[config.mk]
export PLATFORM = sky130hd
export DESIGN_NAME = clock_reset_seq
export DESIGN_NICKNAME = d
export VERILOG_FILES = /design/src/rtl/clock_reset_seq.sv
export SDC_FILE = /design/constraint.sdc
export NUM_CORES = 1
export LEC_CHECK = 0
export CORE_UTILIZATION = 40
export CTS_CLUSTER_SIZE = 16
export DETAILED_ROUTE_END_ITERATION = 10
export SLEW_MARGIN = 20
export SYNTH_ARGS = -nofsm -noshare
export SYNTH_HDL_FRONTEND = slang
export SYNTH_SLANG_ARGS = --single-unit
export TNS_END_PERCENT = 100
[constraint.sdc]
create_clock -name clock -period 4.86 [get_ports clock]
set_input_delay 0.972 -clock clock [delete_from_list [all_inputs] [get_ports clock]]
set_output_delay 0.972 -clock clock [all_outputs]
set_load 0.01 [all_outputs]
[src/rtl/clock_reset_seq.sv]
// clock_reset_seq
//   Turns the MMCM LOCKED output into the system reset and the clock-enable strobes
//   for the 56 MHz domain. The core is held in reset until synchronised lock has
//   been stable for HOLD cycles. After that the block derives the 7 MHz pixel
//   enables and the 3.5 MHz CPU enables. Any loss of lock returns it to reset.
//
// Parameters
//   HOLD : cycles of stable synced lock needed before rst_n deasserts (>= 2)
//   HW   : hold counter width, 2**HW > HOLD
//
// Ports
//   clock  in   56 MHz clock (MMCM CLKOUT0 via BUFG)
//   reset  in   asynchronous active-low board/power-on reset
//   locked in   MMCM LOCKED, asynchronous to clock
//   rst_n  out  registered active-low system reset
//   ne7M   out  7 MHz negative-edge enable, 1-cycle pulse
//   pe7M   out  7 MHz positive-edge enable, 1-cycle pulse
//   ne3M5  out  3.5 MHz negative-edge enable, 1-cycle pulse
//   pe3M5  out  3.5 MHz positive-edge enable, 1-cycle pulse
//   losses out  saturating count of lock losses seen while running
module clock_reset_seq #(
  parameter int unsigned HOLD = 4096,
  parameter int unsigned HW   = 16
) (
  input  logic       clock,
  input  logic       reset,
  input  logic       locked,
  output logic       rst_n,
  output logic       ne7M,
  output logic       pe7M,
  output logic       ne3M5,
  output logic       pe3M5,
  output logic [7:0] losses
);

  typedef enum logic [1:0] {
    ST_WAIT = 2'd0,
    ST_HOLD = 2'd1,
    ST_RUN  = 2'd2
  } state_e;

  localparam logic [HW-1:0] HOLD_TC = HW'(HOLD - 1);

  state_e        state_q, state_d;
  logic          sync1_q;
  logic          lk_q;
  logic [HW-1:0] hold_q, hold_d;
  logic [3:0]    phase_q, phase_d;
  logic          rst_n_q, rst_n_d;
  logic          ne7m_q, ne7m_d;
  logic          pe7m_q, pe7m_d;
  logic          ne3m5_q, ne3m5_d;
  logic          pe3m5_q, pe3m5_d;
  logic [7:0]    losses_q, losses_d;
  logic          run_ok;

  // Two-flop synchroniser. Nothing else in the block looks at locked.
  always_ff @(posedge clock or negedge reset) begin
    if (!reset) begin
      sync1_q <= 1'b0;
      lk_q    <= 1'b0;
    end else begin
      sync1_q <= locked;
      lk_q    <= sync1_q;
    end
  end

  always_comb begin
    // The running window is reset released and lock still present. The phase
    // counter and the strobes are gated by this window. Because of that, the
    // strobes stop on the same edge where rst_n falls, and the phase starts at
    // 0 in the first cycle with rst_n high.
    run_ok   = rst_n_q & lk_q;

    state_d  = state_q;
    hold_d   = '0;
    losses_d = losses_q;

    unique case (state_q)
      ST_WAIT: begin
        if (lk_q) state_d = ST_HOLD;
      end
      ST_HOLD: begin
        // If lock drops on the terminal count, the drop takes priority.
        if (!lk_q)                  state_d = ST_WAIT;
        else if (hold_q == HOLD_TC) state_d = ST_RUN;
        else                        hold_d  = hold_q + 1'b1;
      end
      ST_RUN: begin
        if (!lk_q) begin
          state_d = ST_WAIT;
          if (losses_q != 8'hFF) losses_d = losses_q + 8'd1;
        end
      end
      default: state_d = ST_WAIT;
    endcase

    rst_n_d = (state_q == ST_RUN) && lk_q;
    phase_d = run_ok ? phase_q + 4'd1 : '0;
    pe7m_d  = run_ok && (phase_q[2:0] == 3'd3);
    ne7m_d  = run_ok && (phase_q[2:0] == 3'd7);
    pe3m5_d = run_ok && (phase_q == 4'd7);
    ne3m5_d = run_ok && (phase_q == 4'd15);
  end

  always_ff @(posedge clock or negedge reset) begin
    if (!reset) begin
      state_q  <= ST_WAIT;
      hold_q   <= '0;
      phase_q  <= '0;
      rst_n_q  <= 1'b0;
      ne7m_q   <= 1'b0;
      pe7m_q   <= 1'b0;
      ne3m5_q  <= 1'b0;
      pe3m5_q  <= 1'b0;
      losses_q <= '0;
    end else begin
      state_q  <= state_d;
      hold_q   <= hold_d;
      phase_q  <= phase_d;
      rst_n_q  <= rst_n_d;
      ne7m_q   <= ne7m_d;
      pe7m_q   <= pe7m_d;
      ne3m5_q  <= ne3m5_d;
      pe3m5_q  <= pe3m5_d;
      losses_q <= losses_d;
    end
  end

  assign rst_n  = rst_n_q;
  assign ne7M   = ne7m_q;
  assign pe7M   = pe7m_q;
  assign ne3M5  = ne3m5_q;
  assign pe3M5  = pe3m5_q;
  assign losses = losses_q;

endmodule

==> reports/results.ini, run 1 <==
[logic_synthesis]
synth_compound_area_frac = 0.0107
avgSynthCellArea_um2 = 11.0
synth_top_area_frac = 0.564
ys_types = 29
synth.area.mux_share = 0.0129
synth-adder-area-share = 0.0381
synth_area_leaders = dfrtp_1 (56%), xnor2_1 (5.9%), xor2_1 (5.3%)
yosysSeqAreaShare = 0.564
postSynthCellCount = 150
synth_top_family_by_area = simple AND/OR/NAND/NOR gates
ys_seq_elements = 37
synthXorXnorAreaFrac = 0.112
synth_area_um2 = 1640
yosys.area.top_type = dfrtp_1
syn_nets = 158
yosys.area_share.simple = 0.229
yosysWarnings = 0

[clock_tree]
htree_levels = 2
clk_path_buf_depth = 2
clk_latency_ns = 0.28
cts_made_buffers = 5
clockRootBuffer = clkbuf_8
postCtsSetupBuffers = 0
clock-sinks = 37
clk_pin_slew_worst_paths_ns = 0.07
hold_buffers = 0
cts_tree = done
cts-resized-gates = 0

[worst_hold_path]
holdPathEnd = lk_q
min-delay-start = sync1_q
min_path_cells = 0
hp-class = register to register

[drt]
drcViolationCount = 0
postRouteWirelength_mm = 2.65
vias = 1113
dr.pass1.iters = 4
drtIter0Drc = 29
vias_per_cell = 5.08
wl_per_cell_um = 12.1
antenna_left = 0

[critical_path]
regToRegStartpoint = hold_q[13]
reg2reg_slack_ns = 2.55
r2r_end = hold_q[13]
worstRegToRegCells = 4
crit_arrival_ns = 2.44
crit_required_ns = 4.99
cp_max_fo = 14
cp-end-kind = register
crit_type = register to register
cp-start-kind = register

[grt]
antenna_found_initial = 0
grt_max_degree = 38
overflow = 0
grt_pass1_wl_mm = 4.77
grt_pass1_vias = 1100
grtUsageTotal = 0.148

[timing]
drv_slew = 0
tns_ns = 0
fin_crit_ns = 2.31
rsz0062_at_grt = false
fin_crit_sh = 0.476
finalHoldViolations = 0
max_slew_margin = 0.388
max_freq_mhz = 432
fin_worst_skew_ns = 0.00516
tightest_slew_ns = 0.918
setup_violations = 0
setup_ws_ns = 2.55
whs_ns = 0.352

[cells_and_area]
seq_area_um2 = 926
multi_input_area_um2 = 662
fin_cells = 219
areaGrowthSynthToFinish_pct = 18.4
n_fill_cell = 358
utilization = 0.512
layout.nets = 178
most-common-layout-cells = dfrtp_1 (37), nor2_1 (22), clkdlybuf4s50_1 (15)
mostFrequentLayoutCell = dfrtp_1
diodes = 0
drive_gt1_frac = 0.0819

[floorplan]
start_util = 0.432
num_rows = 22
fp.dieArea_um2 = 4370
core_region_area_um2 = 3800
die_y_um = 66.1
ios = 16
die_w_um = 66.1

[placed_design]
place_hpwl_mm = 1.85
place_congestion = 0.772
dpl_worst_slack_ns = 2.56
portBuffers = 15
dp.cells = 211

[outcome]
status = finished, final reports clean

[job]
maxCapViolCount = 0

[power]
max-vdd-ir-drop_uv = 147
power-per-cell-area_nw_per_um2 = 304
power.leakage_nw = 0.854

==> logic make-up (layout without fill, tap and decap cells) <==
group	Yosys count	in the layout
adder cells (fa/ha/maj)	5	5
buffers and inverters	9	30
XOR/XNOR	21	21
flip-flops	37	37
AO/OA/AOI/OAI	3	3
multiplexers	2	2
AND/OR/NAND/NOR	73	73
==> worst max-delay path, cell delays in order, from the launching register on <==
cell and delay, ns:
dfrtp_1 0.43, or4_1 0.53, nor4_2 0.32, or2_0 0.75, nor2_1 0.13
==> sequential cells by signal, summed over array words and instances (netlist names) <==
register and cells:
hold_q 16, lk_q 1, losses 8, ne3M5 1, ne7M 1, pe3M5 1
pe7M 1, phase_q 4, rst_n 1, state_q 2, sync1_q 1
==> layout make-up <==
type | count | share of cell area
Inverter | 6 | 0.0116
Multi-Input combinational cell | 104 | 0.340
Clock inverter | 1 | 0.0154
Tap cell | 48 | 0.0309
Timing Repair Buffer | 16 | 0.0811
Sequential cell | 37 | 0.476
Clock buffer | 7 | 0.0444
==> through the flow <==
step	power, mW	area (um2)
global route	0.612	1940
CTS	0.600	1940
finish	0.591	1940
floorplan	0.324	1640
detailed placement	0.331	1830
global placement	0.331	1830
==> cells in the mapped netlist <==
cell / number
dfrtp_1: 37
xnor2_1: 11
inv_1: 6
and3_1: 3
or2_0: 1
ha_1: 5
nand4_1: 7
a21oi_1: 1
o21ai_1: 1
mux2_2: 1
nand3b_1: 1
clkbuf_2: 1
nor4_1: 5
or4_1: 1
mux2i_1: 1
xor2_1: 10
nor2_2: 4
and3b_1: 1
nor3b_1: 1
buf_12: 1
nor4_2: 1
nand3_1: 9
nor3_1: 7
o21bai_1: 1
buf_4: 1
nor2_1: 22
nand2b_1: 1
nand2_1: 8
and4_1: 1
==> per-layer routing <==
layer,share of wire,track usage,vias to the layer above
li1,-,-,547
met1,0.49,0.182,536
met2,0.44,0.235,22
met3,0.050,0.0379,8
met4,0.025,0.0878,0
met5,0,0,-
==> worst max-delay path by stage <==
| stage | start | endpoint | slack, ns | cells after the start |
|---|---|---|---|---|
| 3_5_place_dp | hold_q[13] | hold_q[13] | 2.56 | 4 |
| 2_1_floorplan | hold_q[12] | hold_q[11] | 3.12 | 6 |
| 5_1_grt | hold_q[13] | hold_q[11] | 2.43 | 4 |
| 6_report | hold_q[13] | hold_q[13] | 2.55 | 4 |
| 4_1_cts | hold_q[13] | hold_q[13] | 2.55 | 4 |
| 3_3_place_gp | hold_q[12] | hold_q[11] | 2.66 | 4 |
==> power by group <==
| part | leakage (nW) | internal, mW | switching, mW | total [mW] |
|---|---|---|---|---|
| sequential | 0.509 | 0.310 | 0.00231 | 0.312 |
| combinational | 0.287 | 0.00333 | 0.00936 | 0.0127 |
| clock | 0.0585 | 0.167 | 0.0989 | 0.266 |
| total | 0.854 | 0.480 | 0.111 | 0.591 |
No activity file was read; power rests on OpenSTA's default activity.
==> inputs of run 2 (changes only) <==
==> constraint.sdc (replaced) <==
create_clock -name clock -period 2.4 [get_ports clock]
set_input_delay 0.48 -clock clock [delete_from_list [all_inputs] [get_ports clock]]
set_output_delay 0.48 -clock clock [all_outputs]
set_load 0.01 [all_outputs]
==> reports/results.ini, run 2 (same netlist as run 1, synthesis figures left out) <==
[outcome]
status = finished, final reports clean

[timing]
finalHoldViolations = 0
drv_slew = 0
rsz0062_at_grt = false
fin_crit_ns = 1.81
max_freq_mhz = 553
max_slew_margin = 0.613
fin_worst_skew_ns = 0.00546
tns_ns = 0
fin_crit_sh = 0.753
tightest_slew_ns = 0.577
setup_violations = 0

[clock_tree]
clk_latency_ns = 0.29
cts_tree = done
clock-sinks = 37
clk_path_buf_depth = 2
htree_levels = 2
clockRootBuffer = clkbuf_8
cts-resized-gates = 0
cts_made_buffers = 5
clk_pin_slew_worst_paths_ns = 0.07
hold_buffers = 0
postCtsSetupBuffers = 0

[critical_path]
cp-start-kind = register
crit_type = register to register
regToRegStartpoint = hold_q[12]
reg2reg_slack_ns = 0.59
r2r_end = hold_q[14]
cp_max_fo = 14
cp-end-kind = register
worstRegToRegCells = 5
crit_required_ns = 2.57
crit_arrival_ns = 1.98

[grt]
grt_pass1_vias = 1054
grtUsageTotal = 0.146
overflow = 0
grt_max_degree = 38
grt_pass1_wl_mm = 4.67
antenna_found_initial = 0

[worst_hold_path]
min_path_cells = 0
hp-class = register to register
holdPathEnd = lk_q
min-delay-start = sync1_q

[floorplan]
ios = 16
die_w_um = 66.1
core_region_area_um2 = 3800
die_y_um = 66.1
start_util = 0.432
fp.dieArea_um2 = 4370
num_rows = 22

[cells_and_area]
diodes = 0
n_fill_cell = 360
drive_gt1_frac = 0.0930
largest_reg_flops = 16
mostFrequentLayoutCell = dfrtp_1
most-common-layout-cells = dfrtp_1 (37), nor2_1 (22), clkdlybuf4s50_1 (15)
fin_cells = 220
largest-register = hold_q
areaGrowthSynthToFinish_pct = 19.0
layout.nets = 179

[placed_design]
portBuffers = 15
place_congestion = 0.779
dp.cells = 212
place_hpwl_mm = 1.89

[drt]
wl_per_cell_um = 12.2
dr.pass1.iters = 4
postRouteWirelength_mm = 2.68
drcViolationCount = 0
vias_per_cell = 5.03
drtIter0Drc = 76
antenna_left = 0
vias = 1106

[power]
power.leakage_nw = 0.858
power-per-cell-area_nw_per_um2 = 619
max-vdd-ir-drop_uv = 433

[job]
maxCapViolCount = 0

## run 2: layer usage
layer	global-route usage	vias up	part of all wire
met4	0.0638	0	0.018
met1	0.192	528	0.48
li1	-	549	-
met2	0.218	23	0.46
met3	0.0466	6	0.044
met5	0	-	0
## run 2: critical path, stage by stage (launching register included)
cell and delay, ns:
dfrtp_1 0.42, or4_1 0.54, nor4_2 0.30, or2_0 0.14
buf_4 0.21, nor2_1 0.07
## run 2: worst max path at each step
stage | slack, ns | start | end | cells after the start
finish | 0.59 | hold_q[12] | hold_q[14] | 5
global route | 0.48 | losses[0] | losses[1] | 4
CTS | 0.58 | losses[3] | losses[3] | 1
detailed placement | 0.60 | hold_q[12] | hold_q[14] | 5
global placement | 0.64 | hold_q[13] | hold_q[11] | 5
floorplan | 0.66 | hold_q[12] | hold_q[11] | 6
## run 2: where the power goes
part           internal (mW)  switching [mW]
Clock                  0.338           0.214
Combinational        0.00772          0.0186
Sequential             0.627         0.00466
## run 2: cell type report
class                   count  area (um2)  share of cell area
clock buffers               6        82.6              0.0422
clock inverters             2        37.5              0.0192
inverters                   6        22.5              0.0115
multi-input cells         104         662               0.338
flip-flops and latches     37         926               0.473
well taps                  48        60.1              0.0307
repair buffers             17         165              0.0845
## run 2: stage by stage
stage / total power [mW] / utilization / cell area (um2) / hold WS (ns) / worst slack, ns
after CTS: 1.23 / 0.515 / 1960 / 0.361 / 0.578
after global placement: 0.671 / 0.483 / 1840 / 0.336 / 0.638
final: 1.21 / 0.515 / 1960 / 0.355 / 0.593
after floorplan: 0.656 / - / 1640 / 0.184 / 0.660
after detailed placement: 0.672 / 0.483 / 1840 / 0.344 / 0.599
after global routing: 1.26 / 0.515 / 1960 / 0.386 / 0.482
==> inputs of run 3 (changes only) <==
==> constraint.sdc (replaced) <==
create_clock -name clock -period 1.6 [get_ports clock]
set_input_delay 0.32 -clock clock [delete_from_list [all_inputs] [get_ports clock]]
set_output_delay 0.32 -clock clock [all_outputs]
set_load 0.01 [all_outputs]
==> reports/results.ini, run 3 (same netlist as run 1, synthesis figures left out) <==
[cells_and_area]
fin_cells = 243
layout.nets = 203
n_fill_cell = 326
drive_gt1_frac = 0.246
multi_input_area_um2 = 694
mostFrequentLayoutCell = dfrtp_1
areaGrowthSynthToFinish_pct = 32.0
seq_area_um2 = 927
diodes = 0
largest-register = hold_q
largest_reg_flops = 16
most-common-layout-cells = dfrtp_1 (36), buf_4 (23), nor2_1 (17)

[timing]
setup_violations = 0
max_freq_mhz = 646
fin_worst_skew_ns = 0.00752
fin_crit_ns = 1.55
drv_slew = 0
rsz0062_at_grt = true
setup_ws_ns = 0.0531
fin_crit_sh = 0.967
whs_ns = 0.382
finalHoldViolations = 0
max_slew_margin = 0.714
tightest_slew_ns = 0.426

[critical_path]
cp-end-kind = register
crit_arrival_ns = 1.72
crit_type = register to register
crit_required_ns = 1.77
cp-start-kind = register
cp_max_fo = 6

[worst_hold_path]
hp-class = register to register

[grt]
grt_pass1_wl_mm = 5.52
grt_max_degree = 38
grt_pass1_vias = 1205
overflow = 0
grtUsageTotal = 0.176
antenna_found_initial = 0

[clock_tree]
clk_pin_slew_worst_paths_ns = 0.07
cts_tree = done
clk_path_buf_depth = 2
htree_levels = 2
hold_buffers = 0
clockRootBuffer = clkbuf_8
clk_latency_ns = 0.29
cts_made_buffers = 5
clock-sinks = 37

[drt]
vias_per_cell = 4.93
antenna_left = 0
wl_met3_um = 110
drtIter0Drc = 31
dr.pass1.iters = 4
met1_length_mm = 1.38
dr.max_layer_used = met4
dr_wl_met2_mm = 1.49
vias = 1197
postRouteWirelength_mm = 3.06
wl_per_cell_um = 12.6
drcViolationCount = 0

[placed_design]
dpl_worst_slack_ns = -0.209
portBuffers = 15
place_hpwl_mm = 2.11
dp.cells = 225
place_congestion = 0.734

[job]
maxCapViolCount = 0

[floorplan]
start_util = 0.432
fp.dieArea_um2 = 4370
core_region_area_um2 = 3800
die_y_um = 66.1
num_rows = 22
die_w_um = 66.1
ios = 16

[power]
max-vdd-ir-drop_uv = 446
power.leakage_nw = 1.05
power-per-cell-area_nw_per_um2 = 763

[outcome]
status = finished, final reports clean

run 3: power breakdown:
part / switching, mW / internal [mW]
Sequential: 0.00404 / 0.941
Combinational: 0.0358 / 0.0251
Clock: 0.309 / 0.340
run 3: final timing paths:
kind | end | cells after the start | slack [ns] | startpoint
worst max register to register | hold_q[10] | 5 | 0.05 | hold_q[12]
worst min-delay path | lk_q | 0 | 0.38 | sync1_q
worst min register to register | lk_q | 0 | 0.38 | sync1_q
min in group asynchronous | phase_q[3] | 2 | 0.40 | reset
worst max-delay path | hold_q[10] | 5 | 0.05 | hold_q[12]
max in group asynchronous | losses[2] | 2 | 1.00 | reset
run 3: stage by stage:
step | power (mW) | util | TNS (ns) | instance area (um2)
floorplan | 0.984 | - | -1.17 | 1640
global placement | 1.02 | 0.512 | -0.919 | 1950
detailed placement | 1.02 | 0.512 | -2.66 | 1950
CTS | 1.69 | 0.554 | -0.000719 | 2100
global route | 1.75 | 0.571 | -0.276 | 2170
finish | 1.65 | 0.571 | 0 | 2170
run 3: final cells by class:
class / instances / area share
inverters: 6 / 0.0104
clock buffers: 6 / 0.0381
well taps: 48 / 0.0277
clock inverters: 1 / 0.00346
flip-flops and latches: 37 / 0.428
multi-input cells: 104 / 0.320
repair buffers: 41 / 0.173
run 3: timing repair:
item                       4_1_cts  5_1_grt
pin swaps                        3        2
cloned                           0        0
buffers inserted                 6        5
setup endpoints to repair       18       20
gates resized for setup          8       10
run 3: critical path, cell delays in order (launching register included):
cell     delay [ns]
dfrtp_1        0.38
or4_4          0.55
nor4_4         0.16
or2_4          0.18
buf_6          0.13
nor2_2         0.04
run 3: metal layers:
layer	GRT usage	up-vias
met5	0	-
met3	0.0638	6
li1	-	596
met2	0.277	18
met4	0.0878	0
met1	0.212	577
